==> src/rtl/phase_clkgen.sv <==
// Multi-phase clock/strobe generator: one frame counter, N_CH rise/fall windows,
// shadowed config applied at the frame wrap, hold and single-frame step.

module phase_ch #(
  parameter int              CNT_W = 8,
  parameter logic [CNT_W-1:0] DEF_R = '0,
  parameter logic [CNT_W-1:0] DEF_F = '0
) (
  input  logic             clk_100M,
  input  logic             rst,
  input  logic             adv,
  input  logic             wrap,
  input  logic             we,
  input  logic [CNT_W-1:0] rise_in,
  input  logic [CNT_W-1:0] fall_in,
  input  logic [CNT_W-1:0] cnt,
  output logic             ph
);
  logic [CNT_W-1:0] sh_r, sh_f, act_r, act_f;
  logic             win;

  always_comb begin
    win = 1'b0;
    if (act_r < act_f)      win = (cnt >= act_r) && (cnt < act_f);
    else if (act_r > act_f) win = (cnt >= act_r) || (cnt < act_f);
  end

  always_ff @(posedge clk_100M or posedge rst) begin
    if (rst) begin
      sh_r  <= DEF_R;
      sh_f  <= DEF_F;
      act_r <= DEF_R;
      act_f <= DEF_F;
      ph    <= 1'b0;
    end else begin
      if (we) begin
        sh_r <= rise_in;
        sh_f <= fall_in;
      end
      // a write landing on the wrap edge takes effect in the new frame
      if (wrap) begin
        act_r <= we ? rise_in : sh_r;
        act_f <= we ? fall_in : sh_f;
      end
      if (adv) ph <= win;
    end
  end
endmodule

module phase_clkgen #(
  parameter int                       CNT_W      = 8,
  parameter int                       N_CH       = 4,
  parameter logic [CNT_W-1:0]         DEF_PERIOD = 8'd99,
  parameter logic [N_CH*CNT_W-1:0]    DEF_RISE   = {8'd0, 8'd90, 8'd5, 8'd31},
  parameter logic [N_CH*CNT_W-1:0]    DEF_FALL   = {8'd50, 8'd0, 8'd11, 8'd70},
  parameter int                       SEL_W      = $clog2(N_CH+1)
) (
  input  logic             clk_100M,
  input  logic             rst,
  input  logic             run,
  input  logic             step,
  input  logic             cfg_we,
  input  logic [SEL_W-1:0] cfg_sel,
  input  logic [CNT_W-1:0] cfg_rise,
  input  logic [CNT_W-1:0] cfg_fall,
  output logic [N_CH-1:0]  ph_out,
  output logic             cyc_start,
  output logic [CNT_W-1:0] cnt,
  output logic             cfg_pending
);
  localparam logic [0:0] IDLE = 1'b0;
  localparam logic [0:0] STEP = 1'b1;

  logic [0:0]       state;
  logic             stepping, adv, wrap, per_we, cfg_ok;
  logic [CNT_W-1:0] per_act, per_sh, per_in;

  assign stepping = (state == STEP);
  assign adv      = run | stepping;
  // >= rather than == so a too-small period can never let the counter run away
  assign wrap     = adv && (cnt >= per_act);
  assign per_we   = cfg_we && (cfg_sel == SEL_W'(N_CH));
  assign cfg_ok   = cfg_we && (cfg_sel <= SEL_W'(N_CH));
  assign per_in   = (cfg_rise == '0) ? CNT_W'(1) : cfg_rise;

  always_ff @(posedge clk_100M or posedge rst) begin
    if (rst) begin
      cnt         <= '0;
      cyc_start   <= 1'b0;
      cfg_pending <= 1'b0;
      state       <= IDLE;
      per_act     <= DEF_PERIOD;
      per_sh      <= DEF_PERIOD;
    end else begin
      if (adv) begin
        cnt       <= wrap ? '0 : cnt + CNT_W'(1);
        cyc_start <= wrap;
      end else begin
        cyc_start <= 1'b0;
      end
      if (per_we) per_sh  <= per_in;
      if (wrap)   per_act <= per_we ? per_in : per_sh;
      cfg_pending <= wrap ? 1'b0 : (cfg_pending | cfg_ok);
      case (state)
        IDLE:    if (step && !run) state <= STEP;
        default: if (wrap)         state <= IDLE;
      endcase
    end
  end

  for (genvar i = 0; i < N_CH; i++) begin : g_ch
    phase_ch #(
      .CNT_W (CNT_W),
      .DEF_R (DEF_RISE[i*CNT_W +: CNT_W]),
      .DEF_F (DEF_FALL[i*CNT_W +: CNT_W])
    ) u_ch (
      .clk_100M (clk_100M),
      .rst      (rst),
      .adv      (adv),
      .wrap     (wrap),
      .we       (cfg_we && (cfg_sel == SEL_W'(i))),
      .rise_in  (cfg_rise),
      .fall_in  (cfg_fall),
      .cnt      (cnt),
      .ph       (ph_out[i])
    );
  end
endmodule

==> config.mk <==
export PLATFORM = sky130hd
export DESIGN_NAME = phase_clkgen
export DESIGN_NICKNAME = d
export VERILOG_FILES = /design/src/rtl/phase_clkgen.sv
export SDC_FILE = /design/constraint.sdc
export NUM_CORES = 1
export LEC_CHECK = 0
export BUFFER_PORTS_ARGS = -buffer_cell sky130_fd_sc_hd__buf_2
export CAP_MARGIN = 10
export CORE_MARGIN = 5
export CORE_UTILIZATION = 40
export DETAILED_ROUTE_END_ITERATION = 10
export SYNTH_ARGS = -nofsm -noshare
export SYNTH_HDL_FRONTEND = slang
export SYNTH_SLANG_ARGS = --single-unit
==> constraint.sdc <==
create_clock -name clk_100M -period 9.2 [get_ports clk_100M]
set_clock_uncertainty 0.2 [all_clocks]
set_input_delay 0.92 -clock clk_100M [delete_from_list [all_inputs] [get_ports clk_100M]]
set_output_delay 0.92 -clock clk_100M [all_outputs]
set_load 0.02 [all_outputs]
======== After elaboration in Yosys (flattened, before gate mapping) ========
Index checks and enable logic that the tools add are counted.
Widths: inputs -> output; s select.
cells by class
  equal/unequal tests ..................... 4
  $add $sub $neg .......................... 1
  bitwise logic cells ..................... 2
  order comparisons ....................... 18
  mux-type cells .......................... 24
  reduce and logical (&&, ||, !) cells .... 19
operators by type and width
  cell                 count
  $mux 8               11
  $lt 8x8->1           8
  $ge 8x8->1           5
  $gt 8x8->1           4
  $mux 1               13
  $logic_and 1x1->1    12
  $add 8x1->8 const B  1
  $logic_not 8->1      1
  $eq 3x2->1 const B   2
  $logic_or 1x1->1     4
  $eq 3x1->1 const B   1
  $eq 3x3->1 const B   1
  $le 3x3->1 const B   1
  $logic_not 3->1      1
  $or 1x1->1           2
  $logic_not 1->1      1
word-level totals
  output and inout port bits .............. 14
  input bits .............................. 24
  register bits after elaboration ......... 159
  logic and storage cells ................. 94

======== Logic depth before layout (Yosys ltp) ========
  word-level depth ........................ 4
  depth in mapped cells ................... 10
  gate-level depth less buffers ........... 8

======== Hierarchy ========
From an unflattened synthesis, not the netlist that was laid out.
second synthesis, totals
  cell total of the unflattened synthesis .. 753
  area total of the unflattened synthesis .. 8483.1 µm²
by module, submodules not included
  module                    area each (µm²)  times used  cells each
  phase_ch at g_ch[0].u_ch  1778.0           1           158
  phase_ch at g_ch[1].u_ch  1770.4           1           158
  phase_ch at g_ch[2].u_ch  1767.9           1           158
  phase_ch at g_ch[3].u_ch  1765.4           1           158
  phase_clkgen              1401.3           1           121

======== Worst setup path after synthesis ========
No wires, ideal clock.
  path kind ............................... register -> register
  start point ............................. reg cnt[0]
  end point ............................... reg g_ch[0].u_ch.act_f[0]
  arrival time ............................ 2231 ps
  path buffers ............................ 1
  data required time ...................... 8875 ps
  cell stages (with the launch flop) ...... 10
  clock period less this slack ............ 2556 ps
  slack ................................... 6644 ps
  library setup time ...................... 125 ps
  cell sequence ........................... dfrtp_1 inv_1 ha_1 nand2b_1 a21o_1 a211oi_2 o31ai_2 and2_4 buf_6 mux2_4
between the ends
  longest elaborated chain between the ends .. 2
RTL lines
  what                    line  RTL
  start, declared         68    output logic [CNT_W-1:0] cnt,
  start signal, assigned  96    cnt <= wrap ? '0 : cnt + CNT_W'(1);
  $ge 8x8->1              81    assign wrap = adv && (cnt >= per_act);
  $logic_and 1x1->1       81
  end signal, assigned    43    act_f <= we ? fall_in : sh_f;
  end, declared           19    logic [CNT_W-1:0] sh_r, sh_f, act_r, act_f;
No other way between the ends.
A chain may end at the register's enable or synchronous reset.

======== Worst setup path after layout ========
  start point ............................. reg cnt[0]
  end point ............................... reg g_ch[3].u_ch.act_f[0]
between the ends
  longest elaborated chain between the ends .. 2
RTL lines
  what                  line
  $ge 8x8->1            81
  $logic_and 1x1->1     81
  end signal, assigned  43
  end, declared         19
No other way between the ends.

==> impl_metrics.toml <==
[hold_path]
min-delay-start = "g_ch[0].u_ch.sh_f[5]$_DFF_PP0_"
min_path_cells = 1
hp-class = "flop to flop"
hold_end = "g_ch[0].u_ch.sh_f[5]$_DFF_PP0_"

[synthesis]
avgSynthCellArea_sq_um = 10.9
async_reset_ff_share_pct = 100
ys_ff_latch = 159
yosys_warnings = 0
synth_edf_count = 0
synth_area_sq_um = 8550
synth-main-ff-cell = "dfrtp_1"
synthCells = 781
syn_nets = 906
seq_area_frac_synth_pct = 47.2
ys_types = 56

[place]
gp_congestion = 0.767
dp_hpwl_mm = 13.7
port_buffers = 37

[drt]
first_pass_iters = 5
num_vias = 5917
wirelength_mm = 20.6
avgViaCountPerCell = 5.38
drt_iter0_drc = 319
drc = 0
wire_per_inst_microns = 18.8
ant_nets = 0

[timing]
finalMaxSlewViolations = 0
period_minus_slack_ns = 3.61
finalHoldViolations = 0
timing.setup.tns_ns = 0
max_freq_ghz = 0.277
period_share_pct = 39.3
slew-limit-headroom_pct = 34.5
rsz0062_at_grt = "false"
setup_viol = 0
worstMarginPinSlew_ns = 0.982

[die]
die-width_microns = 156
core_sq_um = 21000
start_util_pct = 40.7
pin_count = 38
die_y_microns = 156
rows = 53
dieArea_sq_um = 24400

[worst_setup_path]
path_cells = "inv_1 > ha_1 > nand2b_1 > a21o_1 > a211oi_2 > o31ai_4 > buf_4 > and2_4 > mux2_4"
cp.required_ns = 9.31
critPathSlowestCell = "and2_4"
crit_family = "simple AND/OR/NAND/NOR gates"
crit_path_start_kind = "flop"
ff2ff_path_depth = 9
r2r_slack_ns = 5.59
path_class = "flop to flop"
worstReg2RegStart = "cnt[0]$_DFFE_PP0P_"
cpPeakStageDelay_ns = 0.82
arrival_ns = 3.72
end_kind = "flop"
cp.buffers_inverters = 2
cp_max_fo = 77
r2r-end = "g_ch[3].u_ch.act_f[0]$_DFFE_PP0N_"

[global_route]
grtUsageTotal_pct = 17.6
grt_pass1_vias = 6039
grt_pass1_wl_mm = 33.4
overflow = 0
antenna_found_initial = 0
grt_max_degree = 92

[power_and_ir_drop]
peakVddDrop_uv = 138
finalPower_uw = 2280
power_density_nw_per_um2 = 239
leakage_uw = 0.00464

[final_layout]
nNetsFinal = 936
utilization_pct = 45.3
drive_above_1_share_pct = 25.6
fillCellCount = 1933
area_growth_pct = 11.4
n_antenna_cell = 0

[flow_run]
maxCapViolations = 0

[clock_tree]
cts_setup_buffers = 0
ctsResizeCount = 0
htree_levels = 4
numCtsBuffers = 17
clk_latency_ns = 0.43
cts.sinks = 159
clk_path_buf_depth = 2
cts.hold.buffers_added = 0
cts_tree = "built"
root_buffer = "clkbuf_16"
path_clk_slew_ns = 0.06

[outcome]
outcome = "finished clean"
[report_power, final]
part	internal (uW)	total, uW	switching [uW]
Combinational	287	702	415
Sequential	842	891	48.6
Clock	406	688	282
[state kept, by name, indices dropped and copies added (netlist names)]
register and cells:
g_ch.u_ch.ph 4, per_act 8, cyc_start 1, cnt 8, g_ch.u_ch.act_f 32, g_ch.u_ch.sh_r 32
cfg_pending 1, per_sh 8, g_ch.u_ch.act_r 32, state 1, g_ch.u_ch.sh_f 32
[how the worst max path moves through the flow]
| stage | start | end | slack, ns | depth (start not counted) |
|---|---|---|---|---|
| after detailed placement | cnt[0]$_DFFE_PP0P_ | g_ch[0].u_ch.act_f[0]$_DFFE_PP0N_ | 5.61 | 9 |
| after CTS | cnt[0]$_DFFE_PP0P_ | g_ch[3].u_ch.act_f[0]$_DFFE_PP0N_ | 5.59 | 9 |
| final | cnt[0]$_DFFE_PP0P_ | g_ch[3].u_ch.act_f[0]$_DFFE_PP0N_ | 5.59 | 9 |
| after global routing | cnt[0]$_DFFE_PP0P_ | g_ch[3].u_ch.act_f[0]$_DFFE_PP0N_ | 5.34 | 9 |
| after floorplan | rst | cfg_pending$_DFF_PP0_ | 3.87 | 1 |
| after global placement | cnt[0]$_DFFE_PP0P_ | g_ch[3].u_ch.act_f[0]$_DFFE_PP0N_ | 5.71 | 9 |
[per-layer routing]
| metal | routed length [microns] | vias up | part of all wire [%] | global-route usage [%] |
|---|---|---|---|---|
| li1 | - | 2835 | - | - |
| met1 | 10000 | 2960 | 49 | 24.7 |
| met2 | 9640 | 102 | 47 | 28.2 |
| met3 | 647 | 20 | 3.1 | 3.36 |
| met4 | 291 | 0 | 1.4 | 4.38 |
| met5 | 0 | - | 0 | 0 |
[cell families after synthesis]
family                   share of synthesized area, %
AO/OA/AOI/OAI                                    11.3
AND/OR/NAND/NOR                                  10.1
buffers and inverters                            5.88
flip-flops                                       47.2
adder cells (fa/ha/maj)                          15.1
multiplexers                                     10.2
XOR/XNOR                                        0.205
[metrics by stage]
stage | cell area (sq um) | setup slack [ns] | hold WS (ns) | std cells
global route | 9530 | 5.34 | 0.308 | 1099
floorplan | 8550 | 3.87 | 0.255 | 781
global placement | 8960 | 5.71 | 0.272 | 1067
CTS | 9530 | 5.59 | 0.287 | 1099
finish | 9530 | 5.59 | 0.290 | 1099
detailed placement | 8960 | 5.61 | 0.271 | 1067
[layout make-up]
class,count,area (sq um),share of cell area (%)
Clock buffer,22,454,4.77
Clock inverter,10,114,1.20
Inverter,76,290,3.05
Multi-Input combinational cell,509,4020,42.2
Sequential cell,159,4040,42.4
Tap cell,275,344,3.61
Timing Repair Buffer,48,268,2.81
[synth_stat cells, drive strengths merged (2+ instances only)]
master,count,area (sq um)
a2111oi,4,41.3
a211oi,8,65.1
a21o,16,120
a21oi,30,150
a31oi,2,12.5
buf,25,173
clkbuf,12,45.0
dfrtp,111,2780
dfstp,48,1260
ha,101,1260
inv,76,285
maj3,3,31.3
mux2,76,875
nand2,22,82.6
nand2b,7,43.8
nand3,73,370
nand4,11,68.8
nor2,20,77.6
nor2b,3,18.8
nor3,8,50.1
nor4,4,25.0
nor4b,4,35.0
o2111ai,2,17.5
o211ai,2,15.0
o21a,2,15.0
o21ai,89,445
or3,5,31.3
[cell usage in the layout (no fill, tap or decap), types with 2 or more instances in the layout]
master,instances
o2111ai_1,2
a21o_1,16
o211ai_1,2
o21ai_1,26
nand4_1,11
clkbuf_1,4
dfrtp_1,111
dfstp_2,48
o21a_1,2
clkbuf_16,17
nand3_1,72
nand2_1,22
nor2_1,19
a211oi_1,7
clkinvlp_4,4
mux2_1,2
buf_2,37
nor3_2,2
a31oi_1,2
a2111oi_0,3
nor4_1,4
clkinv_2,3
bufinv_16,2
a21oi_1,30
buf_4,11
nor3_1,6
mux2_4,5
nand2b_1,7
nor4b_1,4
maj3_1,2
nor2b_1,3
inv_1,75
o21ai_0,63
ha_1,101
mux2_2,69
or3_1,5
Power figures use the tool's default switching activity.
